## config.mk

```make
export PLATFORM = sky130hd
export DESIGN_NAME = pdm_tx
export DESIGN_NICKNAME = d
export VERILOG_FILES = /design/src/rtl/pdm_tx.sv
export SDC_FILE = /design/constraint.sdc
export NUM_CORES = 1
export LEC_CHECK = 0
export BUFFER_PORTS_ARGS = -buffer_cell sky130_fd_sc_hd__buf_2
export CORE_MARGIN = 8
export CORE_UTILIZATION = 51
export DETAILED_ROUTE_END_ITERATION = 16
export PLACE_DENSITY = 0.7
export RECOVER_POWER = 25
export SLEW_MARGIN = 0
export SYNTH_ARGS = -nofsm -noshare
export SYNTH_HDL_FRONTEND = slang
export SYNTH_SLANG_ARGS = --single-unit
```

## constraint.sdc

```tcl
create_clock -name clk -period 7.5 [get_ports clk]
set_input_delay 1.5 -clock clk [delete_from_list [all_inputs] [get_ports clk]]
set_output_delay 1.5 -clock clk [all_outputs]
set_load 0.1 [all_outputs]
```

## src/rtl/pdm_tx.sv

```systemverilog
// PCM-to-PDM transmitter: sample FIFO, bit-clock divider and a second-order
// sigma-delta modulator producing a 1-bit stream with a companion bit clock.
module pdm_tx #(
    parameter int CLK_DIV    = 8,
    parameter int OSR        = 64,
    parameter int FIFO_DEPTH = 4,
    parameter int IW         = 20
) (
    input  logic                          clk,
    input  logic                          reset,
    input  logic                          enable,
    input  logic [15:0]                   pcm_in,
    input  logic                          pcm_valid,
    output logic                          pcm_ready,
    output logic                          pdm_clk,
    output logic                          pdm_out,
    output logic                          underrun,
    output logic [$clog2(FIFO_DEPTH):0]   fifo_level
);

    localparam int AW = (FIFO_DEPTH > 1) ? $clog2(FIFO_DEPTH) : 1;
    localparam int LW = $clog2(FIFO_DEPTH) + 1;
    localparam int DW = $clog2(CLK_DIV);
    localparam int BW = (OSR > 2) ? $clog2(OSR) : 1;
    localparam int EW = IW + 2;
    localparam logic signed [EW-1:0] SAT_HI = {3'b000, {(IW-1){1'b1}}};
    localparam logic signed [EW-1:0] SAT_LO = {3'b111, {(IW-1){1'b0}}};

    logic [15:0]           mem_q [FIFO_DEPTH];
    logic [AW-1:0]         wr_ptr_q, wr_ptr_d, rd_ptr_q, rd_ptr_d;
    logic [LW-1:0]         count_q, count_d;
    logic [DW-1:0]         div_cnt_q, div_cnt_d;
    logic [BW-1:0]         bit_cnt_q, bit_cnt_d;
    logic                  pdm_clk_q, pdm_clk_d, pdm_out_q, pdm_out_d;
    logic                  underrun_q, underrun_d;
    logic signed [15:0]    hold_q, hold_d, x;
    logic signed [IW-1:0]  i1_q, i1_d, i2_q, i2_d;
    logic signed [EW-1:0]  fb, s1, s2;
    logic                  full, empty, push, pop, tick, boundary;

    function automatic logic signed [IW-1:0] sat(input logic signed [EW-1:0] v);
        if (v > SAT_HI)      return SAT_HI[IW-1:0];
        else if (v < SAT_LO) return SAT_LO[IW-1:0];
        else                 return v[IW-1:0];
    endfunction

    always_comb begin
        full      = (count_q == LW'(FIFO_DEPTH));
        empty     = (count_q == '0);
        push      = pcm_valid && !full;
        tick      = enable && (div_cnt_q == DW'(CLK_DIV - 1));
        boundary  = tick && (bit_cnt_q == BW'(OSR - 1));
        pop       = boundary && !empty;

        wr_ptr_d  = push ? wr_ptr_q + AW'(1) : wr_ptr_q;
        rd_ptr_d  = pop  ? rd_ptr_q + AW'(1) : rd_ptr_q;
        count_d   = count_q;
        if (push && !pop)      count_d = count_q + LW'(1);
        else if (pop && !push) count_d = count_q - LW'(1);

        // A boundary tick modulates the freshly loaded sample, not the old hold value.
        x = hold_q;
        if (boundary) x = empty ? '0 : mem_q[rd_ptr_q];

        fb = pdm_out_q ? EW'(32767) : EW'(-32768);
        s1 = EW'(i1_q) + EW'(x) - fb;
        s2 = EW'(i2_q) + EW'(sat(s1)) - fb;

        div_cnt_d  = '0;
        bit_cnt_d  = BW'(OSR - 1);
        pdm_clk_d  = 1'b0;
        pdm_out_d  = 1'b0;
        i1_d       = '0;
        i2_d       = '0;
        hold_d     = '0;
        underrun_d = 1'b0;
        if (enable) begin
            div_cnt_d  = tick ? '0 : div_cnt_q + DW'(1);
            pdm_clk_d  = (div_cnt_d >= DW'(CLK_DIV / 2));
            bit_cnt_d  = bit_cnt_q;
            pdm_out_d  = pdm_out_q;
            i1_d       = i1_q;
            i2_d       = i2_q;
            hold_d     = boundary ? x : hold_q;
            underrun_d = boundary && empty;
            if (tick) begin
                bit_cnt_d = boundary ? '0 : bit_cnt_q + BW'(1);
                i1_d      = sat(s1);
                i2_d      = sat(s2);
                pdm_out_d = !i2_d[IW-1];
            end
        end
    end

    always_ff @(posedge clk) begin
        if (push) mem_q[wr_ptr_q] <= pcm_in;
    end

    always_ff @(posedge clk or negedge reset) begin
        if (!reset) begin
            wr_ptr_q   <= '0;
            rd_ptr_q   <= '0;
            count_q    <= '0;
            div_cnt_q  <= '0;
            bit_cnt_q  <= BW'(OSR - 1);
            pdm_clk_q  <= 1'b0;
            pdm_out_q  <= 1'b0;
            underrun_q <= 1'b0;
            hold_q     <= '0;
            i1_q       <= '0;
            i2_q       <= '0;
        end else begin
            wr_ptr_q   <= wr_ptr_d;
            rd_ptr_q   <= rd_ptr_d;
            count_q    <= count_d;
            div_cnt_q  <= div_cnt_d;
            bit_cnt_q  <= bit_cnt_d;
            pdm_clk_q  <= pdm_clk_d;
            pdm_out_q  <= pdm_out_d;
            underrun_q <= underrun_d;
            hold_q     <= hold_d;
            i1_q       <= i1_d;
            i2_q       <= i2_d;
        end
    end

    always_comb begin
        pcm_ready  = !full;
        pdm_clk    = pdm_clk_q;
        pdm_out    = pdm_out_q;
        underrun   = underrun_q;
        fifo_level = count_q;
    end

endmodule

```

==> run metrics, run 1 <==
run status completed; CTS tree done; Port Buffers 26; placed wire-length estimate 15470 um; MaxCap Viol Count 0; Post-synth EDFFs 64; Avg Cell Area, Syn 11.12 um2; Worst VDD drop 0.3056 mV; DRT antenna net count 0; maximum clock path buffer count 2; Hold Crit Class reg2reg; Clock transition at path regs 0.06 ns; WS Path Type in2reg; total negative slack 0 ns; Reg2Reg Depth 33; Fmax 135.2 MHz; Min-Delay Startpoint div_cnt_q[0]$_DFF_PN0_; initial antenna violation count 0; Finished Layout Cells 1234; Worst Setup End Kind flip-flop; Wirelength per Cell 17.14 um; delay of the slowest critical-path stage 0.55 ns; Worst Max-Slew Pin Slew 0.9672 ns; worst-skew pair later-pin latency 0.43 ns; Design Power 2959 uW; Layout area overhead 26.89%; hold depth 1; slowest CP cell fa_2; crit path launch type input pin; I/O pins 27; sequential fraction of the synthesis area 0.4163; Async SR Flop Fraction 0.5362; Critical Path AT 7.70 ns; M2 GR Usage 0.3333; Final nets 1105; CTS sink cnt 138; die area 0.02234 mm2; most frequent cell on the critical path buf_4; diode count 0; Pins Over Slew Limit 0; clock skew 0.01038 ns; Period minus WS final 7.394 ns; Area contributors post-synth edfxtp_1 21%, dfrtp_1 19%, fa_1 9.0%; relative max-transition margin 0.3552; layout cells sized above 1 0.3065; Yosys top cell by area edfxtp_1; Final Hold Vio Count 0; top_reg_cell synth dfrtp_1; RR Endpoint i2_q[2]$_DFFE_PN0P_; final worst-path cycle share 0.9859; die width 149.5 um; total global routing overflow 0; GRT Total Usage 0.1974; hold_buf cts 0; Die Height 149.5 um; Yosys top cell area share 0.2116; routed wire length 21150 um; most used routing layer met2; WP data required 7.80 ns; DRC 0; Pre-antenna DRT Iters 4; wire length of the first global-routing pass 34760 um; setup slack, reg-to-reg 0.43 ns; number of global-route vias before repair 6993; dpl cells 1191; Initial Util 0.5126; Synth top cells by count 88 x inv_1, 68 x dfrtp_1, 64 x edfxtp_1; RD Place Congestion 0.8905; Mapped Area 0.009082 mm2; CP max FO 8; WHS 0.4687 ns; PwrDens 256.7 mW/mm2; crit path from enable; final setup violating endpoints 0; top-count cell post-synth inv_1; Yosys warning count 0; CTS Buf Count 17; Netlist cell types 72; Via-to-Cell Ratio 5.504; RSZ-0062 raised after global routing true; Hold Crit Endpoint div_cnt_q[0]$_DFF_PN0_; Reg-to-Reg Start bit_cnt_q[0]$_DFFE_PN1P_; routed via count 6792; CORE AREA 0.01772 mm2; M3 GR Usage 0.03780; Synth Instances 817; met1 Use GR 0.2488; Yosys reg bits 138; 1st-iter DRT viols 300; largest net degree at the start of global routing 75; Clock Tree Root clkbuf_16; FP Rows 49; # H-tree levels 4; total nets after synthesis 930; leak pwr 0.005250 uW
metrics by stage:
stage                       util  setup slack (ns)  cell area, um2
after floorplan                -           -0.2665            9214
after global placement    0.5958           -0.4566           10560
after detailed placement  0.5958           -0.5065           10560
after CTS                 0.6322           0.01132           11200
after global routing      0.6504           -0.1293           11520
final                     0.6504            0.1057           11520
worst max path at each step:
stage / end / slack, ns / cells after the start
2_1_floorplan: i2_q[10]$_DFFE_PN0P_ / -0.27 / 32
3_3_place_gp: i2_q[18]$_DFFE_PN0P_ / -0.46 / 31
3_5_place_dp: i2_q[0]$_DFFE_PN0P_ / -0.51 / 32
4_1_cts: i2_q[0]$_DFFE_PN0P_ / 0.01 / 32
5_1_grt: i2_q[8]$_DFFE_PN0P_ / -0.13 / 33
6_report: i2_q[2]$_DFFE_PN0P_ / 0.11 / 33
where the power goes:
group | internal, uW | switching, uW
Combinational | 535 | 659
Sequential | 890 | 32.9
Clock | 498 | 344
Total | 1920 | 1040
cells in the final DEF (no fill, tap or decap), drive strengths merged, types with 35 or more instances in the layout:
| cell type | instances |
|---|---|
| buf | 172 |
| inv | 94 |
| dfrtp | 68 |
| edfxtp | 64 |
| a21oi | 53 |
| ha | 52 |
| nand2 | 49 |
| o21ai | 44 |
| fa | 41 |
| nor2 | 39 |
| a21o | 35 |
| clkbuf | 35 |
routing by layer:
metal	wire, um	up-vias
met1	9375	3364
met4	318	0
met3	552	27
met5	0	-
li1	-	3308
met2	10900	93
critical path, delay by kind of cell:
family | cells | cell delay [ns]
compound gates | 13 | 2.41
fa+ha+maj | 4 | 1.45
simple gates | 8 | 1.33
xor+xnor | 1 | 0.10
buf+inv | 7 | 0.89
cell type report:
class                           count  area (um2)
Fill cell                        1366        6193
Clock inverter                     14       162.7
Timing Repair Buffer              189        1384
Sequential cell                   138        3782
Tap cell                          229       286.5
Clock buffer                       18       429.2
Multi-Input combinational cell    557        5146
Inverter                           89       334.1
state kept, by name (all words and copies together), names as in the netlist, 2 cells and up:
signal	flops
mem_q	64
i2_q	20
rd_ptr_q	2
hold_q	16
fifo_level	3
bit_cnt_q	6
i1_q	20
wr_ptr_q	2
div_cnt_q	3
repair_timing:
action | 4_1_cts | 5_1_grt
gates cloned | 0 | 1
gates resized for setup | 8 | 49
setup buffers | 1 | 9
pin swaps | 7 | 29
setup endpoints to repair | 19 | 21
kinds of logic (layout without fill, tap and decap cells):
logic type               after synthesis  in the layout  synth area share
XOR/XNOR                              37             37           0.03568
multiplexers                          19             19           0.04312
flip-flops                           138            138            0.4163
adder cells (fa/ha/maj)               93             93            0.1620
buffers and inverters                122            310           0.05951
AND/OR/NAND/NOR                      177            177           0.09644
AO/OA/AOI/OAI                        231            231            0.1869
Note: power is estimated with default switching activity, not from simulation.
==> inputs of run 2 (changes only) <==
--- a/config.mk
+++ b/config.mk
@@ -10,7 +10,7 @@
 export CORE_UTILIZATION = 51
 export DETAILED_ROUTE_END_ITERATION = 16
 export PLACE_DENSITY = 0.7
-export RECOVER_POWER = 25
+export RECOVER_POWER = 50
 export SLEW_MARGIN = 0
 export SYNTH_ARGS = -nofsm -noshare
 export SYNTH_HDL_FRONTEND = slang
==> run 2 against run 1 <==
  * The run now ends with max-capacitance violations, max-slew violations left
  * Sequential power about the same
  * Power about the same
  * First-iteration DRC count unchanged
  * Worst hold slack about the same
  * Maximum frequency about the same
==> run metrics, run 2 (synthesis gave the netlist of run 1 again) <==
run status complete, but fails checks; failing checks max-capacitance violations, max-slew violations; Layout area overhead 26.85% (about the same); RSZ-0062 raised after global routing true; setup slack, reg-to-reg 0.44 ns (about the same); layout cells sized above 1 0.3055 (-0.0009950); die area 0.02234 mm2 (unchanged); Worst Max-Slew Pin Slew 4.075 ns (+3.108 ns); WS Path Type in2reg; Hold Crit Endpoint div_cnt_q[0]$_DFF_PN0_; relative max-transition margin -1.717 (-2.072); hold depth 1 (unchanged); DRT antenna net count 0 (unchanged); routed via count 6793 (+0.015%); wire length of the first global-routing pass 34760 um (unchanged); number of global-route vias before repair 6993 (unchanged); M3 GR Usage 0.03780 (unchanged); M2 GR Usage 0.3333 (unchanged); Area after DPL 0.01056 mm2 (unchanged); Final Hold Vio Count 0 (unchanged); CTS sink cnt 138 (unchanged); Initial Util 0.5126 (unchanged); total global routing overflow 0 (unchanged); clock skew 0.009727 ns (-0.0006524 ns); most common cell after layout, fill and taps aside buf_4; met1 Use GR 0.2488 (unchanged); Clock Tree Root clkbuf_16; delay of the slowest critical-path stage 0.55 ns (about the same); Critical Path AT 7.69 ns (about the same); Pins Over Slew Limit 75 (+75); die width 149.5 um (unchanged); Top Registers mem_q x64, i1_q x20, i2_q x20; Largest Register mem_q; MaxCap Viol Count 1 (+1); hold_buf cts 0 (unchanged); diode count 0 (unchanged); Via-to-Cell Ratio 5.505 (about the same); crit path launch type input pin; FP Rows 49 (unchanged); finished layout cell area 0.01152 mm2 (about the same); Reg-to-Reg Start bit_cnt_q[0]$_DFFE_PN1P_; max reg flops 64 (unchanged); # H-tree levels 4 (unchanged); Hold Crit Class reg2reg; largest net degree at the start of global routing 75 (unchanged); maximum clock path buffer count 2 (unchanged); leak pwr 0.005246 uW (about the same); 1st-iter DRT viols 300 (unchanged); Fmax 135.3 MHz (about the same); final setup margin 0.1076 ns (+0.001808 ns); Final nets 1105 (unchanged); DRC 0 (unchanged); CTS tree done; final setup violating endpoints 0 (unchanged); routed wire length 21150 um (about the same); Worst VDD drop 0.3056 mV (about the same); Worst Setup End Kind flip-flop; Port Buffers 26 (unchanged); Reg2Reg Depth 33 (unchanged); worst-skew pair later-pin latency 0.42 ns (about the same); Period minus WS final 7.392 ns (-0.001808 ns); GRT Total Usage 0.1974 (unchanged); commonest non-fill, non-tap cells in the layout 155 x buf_4, 85 x inv_1, 67 x dfrtp_1, 64 x edfxtp_1, 48 x nand2_1; Die Height 149.5 um (unchanged); CP max FO 8 (unchanged); Pre-antenna DRT Iters 4 (unchanged); WP data required 7.80 ns (about the same); slowest CP cell fa_2; RD Place Congestion 0.8905 (unchanged); PwrDens 256.8 mW/mm2 (about the same); I/O pins 27 (unchanged); most frequent cell on the critical path buf_4; Min-Delay Startpoint div_cnt_q[0]$_DFF_PN0_; most used routing layer met2; placed wire-length estimate 15470 um (unchanged); CTS Buf Count 17 (unchanged); final worst-path cycle share 0.9857 (about the same); initial antenna violation count 0 (unchanged); CORE AREA 0.01772 mm2 (unchanged); Clock transition at path regs 0.06 ns (about the same); Wirelength per Cell 17.14 um (about the same); DP Worst Slack -0.5065 ns (unchanged); RR Endpoint i2_q[2]$_DFFE_PN0P_
-- run 2: changes by cell type in the layout (fill, tap and decap cells not counted) --
| cell | change |
|---|---|
| buf_4 | -1 |
| clkbuf_1 | +1 |
-- run 2: worst max path at each step --
| stage | start | endpoint | slack [ns] | depth (start not counted) |
|---|---|---|---|---|
| final | enable | i2_q[2]$_DFFE_PN0P_ | 0.11 | 33 |
| after global routing | enable | i2_q[8]$_DFFE_PN0P_ | -0.13 | 33 |
| after CTS | enable | i2_q[0]$_DFFE_PN0P_ | 0.01 | 32 |
| after detailed placement | enable | i2_q[0]$_DFFE_PN0P_ | -0.51 | 32 |
| after global placement | enable | i2_q[18]$_DFFE_PN0P_ | -0.46 | 31 |
| after floorplan | enable | i2_q[10]$_DFFE_PN0P_ | -0.27 | 32 |
-- run 2: worst max-delay path: cells and delay by family --
kind / cells / cell delay, ns
and+or+nand+nor: 8 / 1.33
buffers and inverters: 7 / 0.89
xor gates and xnor gates: 1 / 0.10
adders and majority gates: 4 / 1.45
AOI/OAI and AO/OA: 13 / 2.41
-- run 2: cell type report --
class,count,area [um2]
flip-flops and latches,138,3782
repair buffers,189,1380
fillers,1366,6197
inverters,89,334.1
clock inverters,14,162.7
well taps,229,286.5
clock buffers,18,429.2
multi-input cells,557,5146
-- run 2: where the power goes --
group	switching [uW]	internal, uW
sequential	32.9	890
clock	344	498
combinational	659	535
-- run 2: timing repair --
action | in CTS | in global routing
setup endpoints to repair | 19 | 21
cloned | 0 | 1
setup buffers | 1 | 9
resized for setup | 8 | 49
pin swaps | 7 | 29
hold endpoints to repair | 0 | 0
-- run 2: layer usage --
layer  vias up  wire length [um]
met5         -                 0
met2        93             10900
met3        28               564
met4         0               318
li1       3308                 -
met1      3364              9368
-- run 2: through the flow --
step | total power [uW] | util | hold slack [ns] | cells | TNS [ns]
global route | 3111 | 0.6502 | 0.4822 | 1234 | -2.195
finish | 2959 | 0.6502 | 0.4687 | 1234 | 0
global placement | 2030 | 0.5958 | 0.4233 | 1191 | -8.881
detailed placement | 2044 | 0.5958 | 0.4411 | 1191 | -9.686
floorplan | 1664 | - | 0.4085 | 817 | -4.033
CTS | 2906 | 0.6322 | 0.4771 | 1224 | 0
==> inputs of run 3 (changes only) <==
--- a/config.mk
+++ b/config.mk
@@ -10,7 +10,6 @@
 export CORE_UTILIZATION = 51
 export DETAILED_ROUTE_END_ITERATION = 16
 export PLACE_DENSITY = 0.7
-export RECOVER_POWER = 50
 export SLEW_MARGIN = 0
 export SYNTH_ARGS = -nofsm -noshare
 export SYNTH_HDL_FRONTEND = slang
==> run 3 against run 2 <==
  * The run now ends clean
  * Sequential cell count is the same
  * First-iteration DRC count grew 3.3%
  * Cell area grew 0.22%
  * Global-route usage is the same
  * Largest cell class unchanged
==> run metrics, run 3 (synthesis gave the netlist of run 1 again) <==
run status completed; total negative slack 0 ns (unchanged); Period minus WS final 7.392 ns (-0.0007080 ns); final worst-path cycle share 0.9856 (about the same); CORE AREA 0.01772 mm2 (unchanged); CTS Buf Count 17 (unchanged); Reg2Reg Depth 33 (unchanged); Pins Over Slew Limit 0 (-100%); initial antenna violation count 0 (unchanged); RD Place Congestion 0.8905 (unchanged); die width 149.5 um (unchanged); leak pwr 0.005297 uW (+0.96%); DRT antenna net count 0 (unchanged); Clock Tree Root clkbuf_16; Final Hold Vio Count 0 (unchanged); slowest CP cell fa_2; Design Power 2960 uW (about the same); Finished Layout Cells 1234 (unchanged); number of global-route vias before repair 6993 (unchanged); Fmax 135.3 MHz (about the same); final setup violating endpoints 0 (unchanged); Top Registers mem_q x64, i1_q x20, i2_q x20; maximum clock path buffer count 2 (unchanged); PwrDens 256.4 mW/mm2 (-0.16%); worst-skew pair later-pin latency 0.43 ns (about the same); WHS 0.4687 ns (+0.000004000 ns); Worst VDD drop 0.3049 mV (-0.23%); Clock transition at path regs 0.06 ns (about the same); crit path launch type input pin; clock skew 0.01147 ns (+0.001746 ns); WS Path Type in2reg; DRC 0 (unchanged); Port Buffers 26 (unchanged); Largest Register mem_q; total global routing overflow 0 (unchanged); CTS tree done; wire length of the first global-routing pass 34760 um (unchanged); Worst Setup End Kind flip-flop; relative max-transition margin 0.3565 (+2.073); Layout area overhead 27.13%; diode count 0 (unchanged); MaxCap Viol Count 0 (-1); max reg flops 64 (unchanged); RSZ-0062 raised after global routing true; # H-tree levels 4 (unchanged); Pre-antenna DRT Iters 4 (unchanged); I/O pins 27 (unchanged); layout cells sized above 1 0.3234 (+0.01791); Die Height 149.5 um (unchanged); 1st-iter DRT viols 310 (+3.3%); Via-to-Cell Ratio 5.508 (about the same); hold_buf cts 0 (unchanged); commonest non-fill, non-tap cells in the layout 156 x buf_4, 85 x inv_1, 67 x dfrtp_1, 64 x edfxtp_1, 48 x nand2_1; largest net degree at the start of global routing 75 (unchanged); dpl cells 1191 (unchanged); die area 0.02234 mm2 (unchanged); FP Rows 49 (unchanged); Worst Max-Slew Pin Slew 0.9652 ns (-3.110 ns); Initial Util 0.5126 (unchanged); Hold Crit Class reg2reg; Post-Route Utilization 0.6516 (+0.001412); most frequent cell on the critical path buf_4; routed via count 6797 (+0.059%); routed wire length 21100 um (-0.23%); CTS sink cnt 138 (unchanged); most common cell after layout, fill and taps aside buf_4; Critical Path AT 7.70 ns (about the same); GRT Total Usage 0.1974 (unchanged); hold depth 1 (unchanged); placed wire-length estimate 15470 um (unchanged); WP data required 7.81 ns (about the same); Wirelength per Cell 17.10 um (-0.23%); CP max FO 8 (unchanged); delay of the slowest critical-path stage 0.55 ns (about the same); Final nets 1105 (unchanged)
## run 3: changes by cell type in the layout (fill, tap and decap cells not counted)
| cell | delta |
|---|---|
| buf_2 | +17 |
| buf_4 | +1 |
| clkbuf_1 | -18 |
## run 3: critical path, delay by kind of cell
family          cells  cell delay (ns)
compound gates     13             2.41
fa+ha+maj           4             1.45
xor+xnor            1             0.10
buf+inv             7             0.89
simple gates        8             1.33
## run 3: timing repair
action,4_1_cts,5_1_grt
cloned,0,1
setup endpoints to repair,19,21
buffers inserted,1,9
resized for setup,8,49
pin swaps,7,29
## run 3: routing by layer
metal	global-route usage	share of wire
met1	0.2488	0.44
met5	0	0
met3	0.03780	0.027
met2	0.3333	0.52
met4	0.06916	0.014
## run 3: path summary, 6_finish.rpt
check	startpoint	end	slack, ns
max	enable	i2_q[2]$_DFFE_PN0P_	0.11
min	div_cnt_q[0]$_DFF_PN0_	div_cnt_q[0]$_DFF_PN0_	0.47
max reg2reg	bit_cnt_q[0]$_DFFE_PN1P_	i2_q[2]$_DFFE_PN0P_	0.44
min reg2reg	div_cnt_q[0]$_DFF_PN0_	div_cnt_q[0]$_DFF_PN0_	0.47
max in group asynchronous	reset	pdm_out$_DFFE_PN0P_	5.59
min in group asynchronous	reset	hold_q[4]$_DFFE_PN0P_	1.22
## run 3: per-stage QoR
step                worst slack (ns)  area, um2
floorplan                    -0.2665       9214
global placement             -0.4566      10560
detailed placement           -0.5065      10560
CTS                          0.01132      11200
global route                 -0.1293      11550
finish                        0.1083      11550
## run 3: cell type report
type / instances / area, um2
Inverter: 89 / 334.1
Timing Repair Buffer: 189 / 1405
Sequential cell: 138 / 3782
Fill cell: 1356 / 6172
Multi-Input combinational cell: 557 / 5146
Tap cell: 229 / 286.5
Clock inverter: 14 / 162.7
Clock buffer: 18 / 429.2
## run 3: report_power, final
group          total (uW)  switching (uW)  internal (uW)
Combinational        1190             658            536
Clock                 843             345            498
Sequential            923            33.0            890
Total                2960            1040           1920
